File: config.mk
export PLATFORM = sky130hd
export DESIGN_NAME = seg7_countdown_monitor
export DESIGN_NICKNAME = d
export VERILOG_FILES = /design/src/rtl/seg7_pkg.sv /design/src/rtl/seg7_to_bcd.sv /design/src/rtl/seg7_countdown_monitor.sv
export SDC_FILE = /design/constraint.sdc
export NUM_CORES = 1
export LEC_CHECK = 0
export CAP_MARGIN = 20
export CORE_UTILIZATION = 40
export DETAILED_ROUTE_END_ITERATION = 10
export GPL_TIMING_DRIVEN = 0
export SLEW_MARGIN = 30
export SYNTH_ARGS = -nofsm -noshare
export SYNTH_HDL_FRONTEND = slang
export SYNTH_SLANG_ARGS = --single-unit
export TNS_END_PERCENT = 10
File: constraint.sdc
create_clock -name CLK -period 9.91 [get_ports CLK]
set_input_delay 2.4775 -clock CLK [delete_from_list [all_inputs] [get_ports CLK]]
set_output_delay 2.4775 -clock CLK [all_outputs]
set_load 0.005 [all_outputs]
File: src/rtl/seg7_pkg.sv
// Shared definitions for the 7-segment countdown monitor: active-low segment
// patterns (bit 6 = segment a ... bit 0 = segment g), the BCD digit type,
// the monitor FSM state and a BCD-pair-to-binary helper.
package seg7_pkg;

    localparam logic [6:0] SEG_0     = 7'b0000001;
    localparam logic [6:0] SEG_1     = 7'b1001111;
    localparam logic [6:0] SEG_2     = 7'b0010010;
    localparam logic [6:0] SEG_3     = 7'b0000110;
    localparam logic [6:0] SEG_4     = 7'b1001100;
    localparam logic [6:0] SEG_5     = 7'b0100100;
    localparam logic [6:0] SEG_6     = 7'b0100000;
    localparam logic [6:0] SEG_7     = 7'b0001111;
    localparam logic [6:0] SEG_8     = 7'b0000000;
    localparam logic [6:0] SEG_9     = 7'b0000100;
    localparam logic [6:0] SEG_BLANK = 7'b1111111;

    typedef logic [3:0] bcd_t;

    typedef enum logic {
        SYNC  = 1'b0,
        TRACK = 1'b1
    } mon_state_t;

    // tens*10 + units as a 7-bit binary value (only meaningful for decimal digits)
    function automatic logic [6:0] bcd_pair_value(input bcd_t tens, input bcd_t units);
        logic [6:0] t7;
        t7 = {3'b000, tens};
        return (t7 << 3) + (t7 << 1) + {3'b000, units};
    endfunction

endpackage

File: src/rtl/seg7_to_bcd.sv
// Combinational decode of one active-low 7-segment pattern back to a BCD
// digit. Anything that is not exactly one of the ten decimal patterns
// (including the A-F hex glyphs and blank) reports is_dec = 0 and digit 0.
module seg7_to_bcd
    import seg7_pkg::*;
(
    input  logic [6:0] seg,
    output bcd_t       digit,
    output logic       is_dec
);

    // Exact-match lookup of the ten legal digit patterns
    always_comb begin
        // NOTE: both outputs get a default before the case, so no input value can leave them unassigned and infer a latch.
        digit  = 4'd0;
        is_dec = 1'b1;
        case (seg)
            SEG_0:   digit = 4'd0;
            SEG_1:   digit = 4'd1;
            SEG_2:   digit = 4'd2;
            SEG_3:   digit = 4'd3;
            SEG_4:   digit = 4'd4;
            SEG_5:   digit = 4'd5;
            SEG_6:   digit = 4'd6;
            SEG_7:   digit = 4'd7;
            SEG_8:   digit = 4'd8;
            SEG_9:   digit = 4'd9;
            default: is_dec = 1'b0;
        endcase
    end

endmodule

File: src/rtl/seg7_countdown_monitor.sv
// Receive side of the two-digit 7-segment countdown bus. Filters the raw
// patterns for stability, decodes them to BCD, checks that successive
// accepted values form a legal countdown (value-1, or 00 -> WRAP_VAL) and
// measures the clock count between ticks.
// Optional traffic-light consistency check: define SEG7_MON_LIGHT_CHECK_EN.
module seg7_countdown_monitor
    import seg7_pkg::*;
#(
    parameter int STABLE_CYC = 4,
    parameter int WRAP_VAL   = 29,
    parameter int PER_W      = 27
) (
    input  logic             CLK,
    input  logic             CLR,
    input  logic [6:0]       seg_units,
    input  logic [6:0]       seg_tens,
`ifdef SEG7_MON_LIGHT_CHECK_EN
    input  logic             green,
    input  logic             red,
    output logic             light_err,
`endif
    output bcd_t             dig0,
    output bcd_t             dig1,
    output logic             valid,
    output logic             tick,
    output logic             seq_err,
    output logic             bad_pat,
    output logic [7:0]       err_cnt,
    output logic [PER_W-1:0] period
);

    localparam logic [7:0]       STAB_MAX = 8'(STABLE_CYC);
    localparam logic [7:0]       STAB_ACC = 8'(STABLE_CYC - 1);
    localparam logic [6:0]       WRAP_BIN = 7'(WRAP_VAL);
    localparam logic [PER_W-1:0] PER_ONE  = {{(PER_W-1){1'b0}}, 1'b1};
    localparam logic [PER_W-1:0] PER_MAX  = '1;

    logic [6:0]       smp_units;
    logic [6:0]       smp_tens;
    logic [7:0]       stab_cnt;
    logic             changed;
    logic             accept;

`ifdef SEG7_MON_LIGHT_CHECK_EN
    logic             smp_green;
    logic             smp_red;
    logic             held_green;
    logic             held_red;
`endif

    bcd_t             new_units;
    bcd_t             new_tens;
    logic             units_dec;
    logic             tens_dec;
    logic             legal;
    logic [6:0]       new_val;
    logic [6:0]       cur_val;
    logic             differs;
    logic             is_wrap;
    logic             step_ok;
    logic             ev_bad;
    logic             ev_seq;
    logic             ev_light;
    logic [1:0]       ev_sum;
    logic [8:0]       err_sum;
    logic [7:0]       err_next;

    mon_state_t       state;
    logic [PER_W-1:0] per_cnt;

    // Any difference between the current inputs and the last sample restarts the filter
    always_comb begin
        changed = (seg_units != smp_units) || (seg_tens != smp_tens);
`ifdef SEG7_MON_LIGHT_CHECK_EN
        changed = changed || (green != smp_green) || (red != smp_red);
`endif
        accept  = !changed && (stab_cnt == STAB_ACC);
    end

    // Input sample registers and saturating stability counter
    always_ff @(posedge CLK or negedge CLR) begin
        if (!CLR) begin
            // NOTE: samples reset to blank so whatever is on the bus at release counts as a change and must re-qualify.
            smp_units <= SEG_BLANK;
            smp_tens  <= SEG_BLANK;
            stab_cnt  <= 8'd0;
`ifdef SEG7_MON_LIGHT_CHECK_EN
            smp_green <= 1'b0;
            smp_red   <= 1'b0;
`endif
        end else begin
            // NOTE: non-blocking assignments so every register samples pre-edge values regardless of statement order.
            smp_units <= seg_units;
            smp_tens  <= seg_tens;
`ifdef SEG7_MON_LIGHT_CHECK_EN
            smp_green <= green;
            smp_red   <= red;
`endif
            if (changed) begin
                stab_cnt <= 8'd0;
            end else if (stab_cnt != STAB_MAX) begin
                stab_cnt <= stab_cnt + 8'd1;
            end
        end
    end

    seg7_to_bcd u_dec_units (
        .seg    (smp_units),
        .digit  (new_units),
        .is_dec (units_dec)
    );

    seg7_to_bcd u_dec_tens (
        .seg    (smp_tens),
        .digit  (new_tens),
        .is_dec (tens_dec)
    );

    // Classify the accepted pair: bad pattern, countdown step legality, light checks, error count
    always_comb begin
        new_val  = bcd_pair_value(new_tens, new_units);
        cur_val  = bcd_pair_value(dig1, dig0);
        legal    = units_dec && tens_dec;
        differs  = (new_tens != dig1) || (new_units != dig0);
        is_wrap  = (cur_val == 7'd0) && (new_val == WRAP_BIN);
        step_ok  = is_wrap || ((cur_val != 7'd0) && (new_val == cur_val - 7'd1));
        ev_bad   = accept && !legal;
        ev_seq   = accept && legal && (state == TRACK) && differs && !step_ok;
        ev_light = 1'b0;
`ifdef SEG7_MON_LIGHT_CHECK_EN
        if (accept && (state == TRACK)) begin
            if (smp_green == smp_red) begin
                ev_light = 1'b1;
            end else if (legal && differs &&
                         (({smp_green, smp_red} != {held_green, held_red}) != is_wrap)) begin
                ev_light = 1'b1;
            end
        end
`endif
        ev_sum   = {1'b0, ev_bad} + {1'b0, ev_seq} + {1'b0, ev_light};
        err_sum  = {1'b0, err_cnt} + {7'b0, ev_sum};
        err_next = err_sum[8] ? 8'hFF : err_sum[7:0];
    end

    // SYNC/TRACK FSM with registered digit, pulse, error and period outputs
    always_ff @(posedge CLK or negedge CLR) begin
        if (!CLR) begin
            state      <= SYNC;
            dig0       <= 4'd0;
            dig1       <= 4'd0;
            valid      <= 1'b0;
            tick       <= 1'b0;
            seq_err    <= 1'b0;
            bad_pat    <= 1'b0;
            err_cnt    <= 8'd0;
            period     <= '0;
            per_cnt    <= '0;
`ifdef SEG7_MON_LIGHT_CHECK_EN
            light_err  <= 1'b0;
            held_green <= 1'b0;
            held_red   <= 1'b0;
`endif
        end else begin
            tick    <= 1'b0;
            seq_err <= 1'b0;
            bad_pat <= 1'b0;
            err_cnt <= err_next;
`ifdef SEG7_MON_LIGHT_CHECK_EN
            light_err <= ev_light;
`endif
            if ((state == TRACK) && (per_cnt != PER_MAX)) begin
                per_cnt <= per_cnt + PER_ONE;
            end

            if (accept) begin
                if (!legal) begin
                    // Non-decimal glyph: drop validity, keep the last digits, resync
                    bad_pat <= 1'b1;
                    valid   <= 1'b0;
                    state   <= SYNC;
                    per_cnt <= '0;
                end else begin
`ifdef SEG7_MON_LIGHT_CHECK_EN
                    held_green <= smp_green;
                    held_red   <= smp_red;
`endif
                    if (state == SYNC) begin
                        dig0    <= new_units;
                        dig1    <= new_tens;
                        valid   <= 1'b1;
                        state   <= TRACK;
                        per_cnt <= PER_ONE;
                    end else if (differs) begin
                        // Illegal steps still load the new value so tracking resyncs on it
                        dig0    <= new_units;
                        dig1    <= new_tens;
                        tick    <= 1'b1;
                        seq_err <= !step_ok;
                        period  <= per_cnt;
                        per_cnt <= PER_ONE;
                    end
                end
            end
        end
    end

endmodule

After elaboration in Yosys (flattened, before gate mapping)
Cells that the tools add are included.
{"block": "classes", "add_sub_neg": 9, "eq_ne": 29, "muxes": 29, "reduce_logical": 26}
{"cell": "$mux 27", "count": 5}
{"cell": "$pmux 4 s9", "count": 2}
{"cell": "$eq 7x3->1 const B", "count": 4}
{"cell": "$eq 7x6->1 const B", "count": 4}
{"cell": "$eq 7x7->1 const B", "count": 4}
{"cell": "$add 27x1->27 const B", "count": 1}
{"cell": "$ne 27x27->1 const B", "count": 1}
{"cell": "$mux 8", "count": 3}
{"cell": "$eq 7x5->1 const B", "count": 3}
{"cell": "$logic_not 7->1", "count": 3}
{"cell": "$reduce_or 10->1", "count": 2}
{"cell": "$mux 4", "count": 4}
{"cell": "$mux 1", "count": 15}
{"cell": "$add 7x4->7", "count": 2}
{"cell": "$add 7x5->7", "count": 2}
{"cell": "$eq 7x1->1 const B", "count": 2}
{"cell": "$eq 7x4->1 const B", "count": 2}
{"cell": "$ne 7x7->1", "count": 2}
{"cell": "$logic_and 1x1->1", "count": 10}
{"cell": "$add 8x2->9", "count": 1}
{"cell": "$add 8x1->8 const B", "count": 1}
{"cell": "$eq 8x2->1 const B", "count": 1}
{"cell": "$ne 4x4->1", "count": 2}
{"cell": "$ne 8x3->1 const B", "count": 1}
{"cell": "11 further kinds", "count": 16}
{"block": "totals", "reg_bits": 97, "inputBits": 16, "output_inout_bits": 47, "wordCells": 106}

Logic depth before layout (Yosys ltp)
{"block": "depth", "word_depth": 12, "mapped_depth": 22, "ltp_nobuf": 21}

Modules after synthesis
From an unflattened synthesis, not the netlist that was laid out.
{"block": "unflattened", "hier_cells": 473, "hier_area_um2": 5281.3}
{"mod": "seg7_countdown_monitor", "n_inst": 1, "cells_per_inst": 425, "area_per_inst_um2": 4916.0, "seq_area_each_um2": 2444.8}
{"mod": "seg7_to_bcd", "n_inst": 2, "cells_per_inst": 24, "area_per_inst_um2": 182.7, "seq_area_each_um2": 0.0}

Worst setup path after synthesis
No wires, ideal clock.
{"block": "synth_path", "path_type": "in2reg", "start": "input seg_units[0]", "end": "register err_cnt[1]", "setup_ns": 0.070, "arrival_time_ns": 4.977, "t_required_ns": 9.840, "setup_slack_ns": 4.863, "stages": 13, "path_buffers": 0, "cell_sequence": "xor2_1 > nor4_1 > nand4_1 > nand3b_1 > nor3_1 > o21ai_0 > fa_1 > inv_1 > ha_1 > nand2_1 > nor2_1 > nand3_1 > nand2b_1"}
{"block": "synth_via", "elab_chain_cells": 11, "word_cells_on_any_way": 12, "cone_classes": "add/sub (2); eq/ne (1); mux (1); reduce/logical (8)"}
{"item": "from (decl)", "line_no": "seg7_countdown_monitor.sv:15", "rtl": "input logic [6:0] seg_units,"}
{"item": "$ne 7x7->1 *", "line_no": "seg7_countdown_monitor.sv:73", "rtl": "changed = (seg_units != smp_units) || (seg_tens != smp_tens);"}
{"item": "$logic_or 1x1->1 *", "line_no": "seg7_countdown_monitor.sv:73"}
{"item": "$logic_not 1->1 *", "line_no": "seg7_countdown_monitor.sv:77", "rtl": "accept = !changed && (stab_cnt == STAB_ACC);"}
{"item": "$logic_and 1x1->1 *", "line_no": "seg7_countdown_monitor.sv:77"}
{"item": "$logic_and 1x1->1 (4 in a row)", "line_no": "seg7_countdown_monitor.sv:128", "rtl": "ev_seq = accept && legal && (state == TRACK) && differs && !step_ok;"}
{"item": "$add 1x1->2 *", "line_no": "seg7_countdown_monitor.sv:140", "rtl": "ev_sum = {1'b0, ev_bad} + {1'b0, ev_seq} + {1'b0, ev_light};"}
{"item": "$add 8x2->9 *", "line_no": "seg7_countdown_monitor.sv:141", "rtl": "err_sum = {1'b0, err_cnt} + {7'b0, ev_sum};"}
{"item": "$mux 8 *", "line_no": "seg7_countdown_monitor.sv:142", "rtl": "err_next = err_sum[8] ? 8'hFF : err_sum[7:0];"}
{"item": "net err_next[1]", "line_no": "seg7_countdown_monitor.sv:66", "rtl": "logic [7:0] err_next;"}
{"item": "to (signal assigned)", "line_no": "seg7_countdown_monitor.sv:167", "rtl": "err_cnt <= err_next;"}
{"item": "to (decl)", "line_no": "seg7_countdown_monitor.sv:28", "rtl": "output logic [7:0] err_cnt,"}
Mark *: on every way through the listed nets, which the timed path passes. The rest lies on a longest branch.
A chain may end at the register's enable or synchronous reset.

Final worst setup path
{"block": "layout_path", "start": "input seg_tens[4]", "end": "register err_cnt[1]"}
{"block": "layout_via", "elab_chain_cells": 11, "word_cells_on_any_way": 12, "cone_classes": "add/sub (2); eq/ne (1); mux (1); reduce/logical (8)"}
{"item": "from (decl)", "line_no": "seg7_countdown_monitor.sv:16", "rtl": "input logic [6:0] seg_tens,"}
{"item": "$ne 7x7->1 *", "line_no": "seg7_countdown_monitor.sv:73"}
{"item": "$logic_or 1x1->1 *", "line_no": "seg7_countdown_monitor.sv:73"}
{"item": "$logic_not 1->1 *", "line_no": "seg7_countdown_monitor.sv:77"}
{"item": "$logic_and 1x1->1 *", "line_no": "seg7_countdown_monitor.sv:77"}
{"item": "$logic_and 1x1->1 (4 in a row)", "line_no": "seg7_countdown_monitor.sv:128"}
{"item": "$add 1x1->2 *", "line_no": "seg7_countdown_monitor.sv:140"}
{"item": "$add 8x2->9 *", "line_no": "seg7_countdown_monitor.sv:141"}
{"item": "$mux 8 *", "line_no": "seg7_countdown_monitor.sv:142"}
{"item": "net err_next[1]", "line_no": "seg7_countdown_monitor.sv:66"}
Marked as above.

==> out/results.ini <==
[floorplan]
die-height_um = 119
num_io_pins = 63
core_area_mm2 = 0.0133
die_w_um = 119
rows = 42
start_util_pct = 41.3
die_area_mm2 = 0.0143

[status]
outcome = completed

[power_and_ir_drop]
p_comb_share_pct = 5.8
p_leak_uw = 0.00297
p_clk_share_pct = 44.0
switchingPower_uw = 180
p_sw_share_pct = 22.4
p_per_area_mw_per_mm2 = 120
ir_drop_mv = 0.0616
power_frac_seq_pct = 50.2
p_int_uw = 620

[grt]
grtUsageTotal_pct = 16.8
antenna_found_initial = 0
grt_max_degree = 61
grt_first_pass_wirelength_mm = 19.1
grt_overflow = 0
first_global_vias = 3970

[worst_setup_path]
critPathTopFamily = simple AND/OR/NAND/NOR gates
start_kind = input port
critPathMaxFanout = 10
critPathKind = input port to flop
crit_required_ps = 10190
crit_buf_inv = 2
cp.arrival_ps = 6130
path_cells = clkdlybuf4s50_1 -> xor2_1 -> nor4_1 -> nand4_1 -> nand3b_1 -> nor3_1 -> o21ai_0 -> fa_1 -> inv_1 -> ha_1 -> nand2_1 -> nor2_1 -> nand3_1 -> nand2b_1
slowest_stage = clkdlybuf4s50_1
cp-end-kind = flop
slowest_delay_ps = 440

[yosys]
async_reset_ff_share_pct = 100
post_synth_instance_area_mm2 = 0.00552
ys_seq_area_share_pct = 44.3
synth-seq-cells = 97
syn_avg_cell_area_um2 = 10.8
yosysWarnings = 0
synth_nets = 552
yosys.area.top_type = dfrtp_1
synth_edf_count = 0
synth_ff_type = dfrtp_1
yosys-top-cells-area = dfrtp_1, dfstp_2, xor2_1
synth_top_area_share_pct = 37.6
synth_cell_types = 62
synth_cells = 511

[timing]
setup_violations = 0
timing.final.crit_period_ps = 5860
fmax_ghz = 0.171
finalHoldViolations = 0
rsz0062_at_grt = false
relSlewSlack_pct = 51.9
drv_slew = 0
fin_worst_skew_ps = 6.08
min_period_over_period_pct = 59.1
setup_tns_ps = 0
tightest_slew_ps = 714

[cells_and_area]
mostFrequentLayoutCells = dfrtp_1, nor2_1, clkdlybuf4s50_1
fill_cells = 1234
seq_area_mm2 = 0.00244
antennaDiodeCount = 0
area_growth_pct = 21.1
drive_gt1_share_pct = 16.1
multi_input_area_mm2 = 0.00284
finish.utilization_pct = 50.1
final_nets = 626
final_common_cell = dfrtp_1

[placed_design]
dp_hpwl_mm = 8.08
gp_congestion = 0.819
portBuffers = 62

[drt]
first_iter_violations = 155
wire_per_inst_um = 14.4
dr.pass1.iters = 4
vias_per_cell = 5.10
drc = 0
vias = 3900
drt-total-wl_mm = 11.0
ant_nets = 0

[clock_tree]
cts.repair.resized = 0
cts_tree = built
cts.clk_slew.worst_paths_ps = 60
postCtsSetupBuffers = 0
ctsHtreeMaxLevel = 3
cts_buffer_depth = 2
ctsRootBufferMaster = clkbuf_16
cts_buffers = 9
clock_latency_ps = 350
hold_buffers = 0
cts_sinks = 97

[hold_path]
hp-class = flop to flop

[flow_run]
cap_viol_max_count = 0

==> through the flow <==
step / cells / worst slack (ps) / instance area [µm²] / total power, µW / hold slack (ps)
after floorplan: 511 / 4860 / 5520 / 434 / 485
after global placement: 749 / 2710 / 6360 / 454 / 493
after detailed placement: 750 / 3570 / 6390 / 456 / 492
after CTS: 765 / 3930 / 6680 / 813 / 513
after global routing: 765 / 3580 / 6680 / 832 / 520
final: 765 / 4050 / 6680 / 800 / 509
==> power by group through the flow <==
stage / sequential (µW) / combinational (µW) / clock (µW)
after floorplan: 409 / 24.7 / 0
after global placement: 409 / 44.7 / 0
after detailed placement: 409 / 47.0 / 0
after CTS: 402 / 47.1 / 364
after global routing: 402 / 51.7 / 378
final: 402 / 46.3 / 352
==> area by class of cell <==
| type | instances | area share [%] |
|---|---|---|
| Clock buffer | 10 | 3.58 |
| Sequential cell | 97 | 36.6 |
| Buffer | 20 | 2.21 |
| Tap cell | 176 | 3.30 |
| Multi-Input combinational cell | 371 | 42.5 |
| Inverter | 23 | 1.29 |
| Clock inverter | 5 | 0.824 |
| Timing Repair Buffer | 63 | 9.72 |
==> synth_stat cells (6+ instances only) <==
library cell	number
nand2_1	25
xor2_1	36
mux2_2	15
mux2_4	20
nor3_1	7
nand4_1	12
inv_1	23
nor4_1	6
a21oi_1	11
nor2_1	66
ha_1	20
dfstp_2	14
nor2b_1	6
dfrtp_1	83
buf_2	9
and3_1	7
nand3_1	21
xnor2_1	35
==> tightest hold or removal path, delay by kind of cell, from the launching register on <==
family	cells	cell delay (ps)
DFF	1	350
and+or+nand+nor	2	120
==> per-layer routing <==
metal / track usage, % / part of all wire (%) / up-vias
li1: - / - / 1923
met1: 21.6 / 47 / 1892
met2: 28.0 / 49 / 68
met3: 2.44 / 2.6 / 17
met4: 7.03 / 1.8 / 0
met5: 0 / 0 / -
==> flip-flops by register name, summed over array words and instances (netlist names) <==
name / count
per_cnt: 27
seq_err: 1
dig1: 4
tick: 1
err_cnt: 8
smp_tens: 7
valid: 1
smp_units: 7
stab_cnt: 8
bad_pat: 1
period: 27
dig0: 4
state: 1
==> worst paths after layout <==
kind / slack, ps / depth (start not counted) / to / startpoint
worst max-delay path: 4050 / 14 / err_cnt[1] / seg_tens[4]
worst min-delay path: 510 / 2 / valid / valid
worst max register to register: 4820 / 22 / err_cnt[1] / smp_units[2]
worst min register to register: 510 / 2 / valid / valid
max in group asynchronous: 7230 / 2 / smp_units[6] / CLR
min in group asynchronous: 2030 / 1 / period[23] / CLR
==> kinds of logic after synthesis <==
family                   Yosys count  synth area share, %
adder cells (fa/ha/maj)           25                 6.35
buffers and inverters             43                 4.24
AO/OA/AOI/OAI                     45                 6.28
multiplexers                      37                 8.87
AND/OR/NAND/NOR                  193                 18.7
flip-flops                        97                 44.3
XOR/XNOR                          71                 11.3
(Power assumes the default switching activity.)
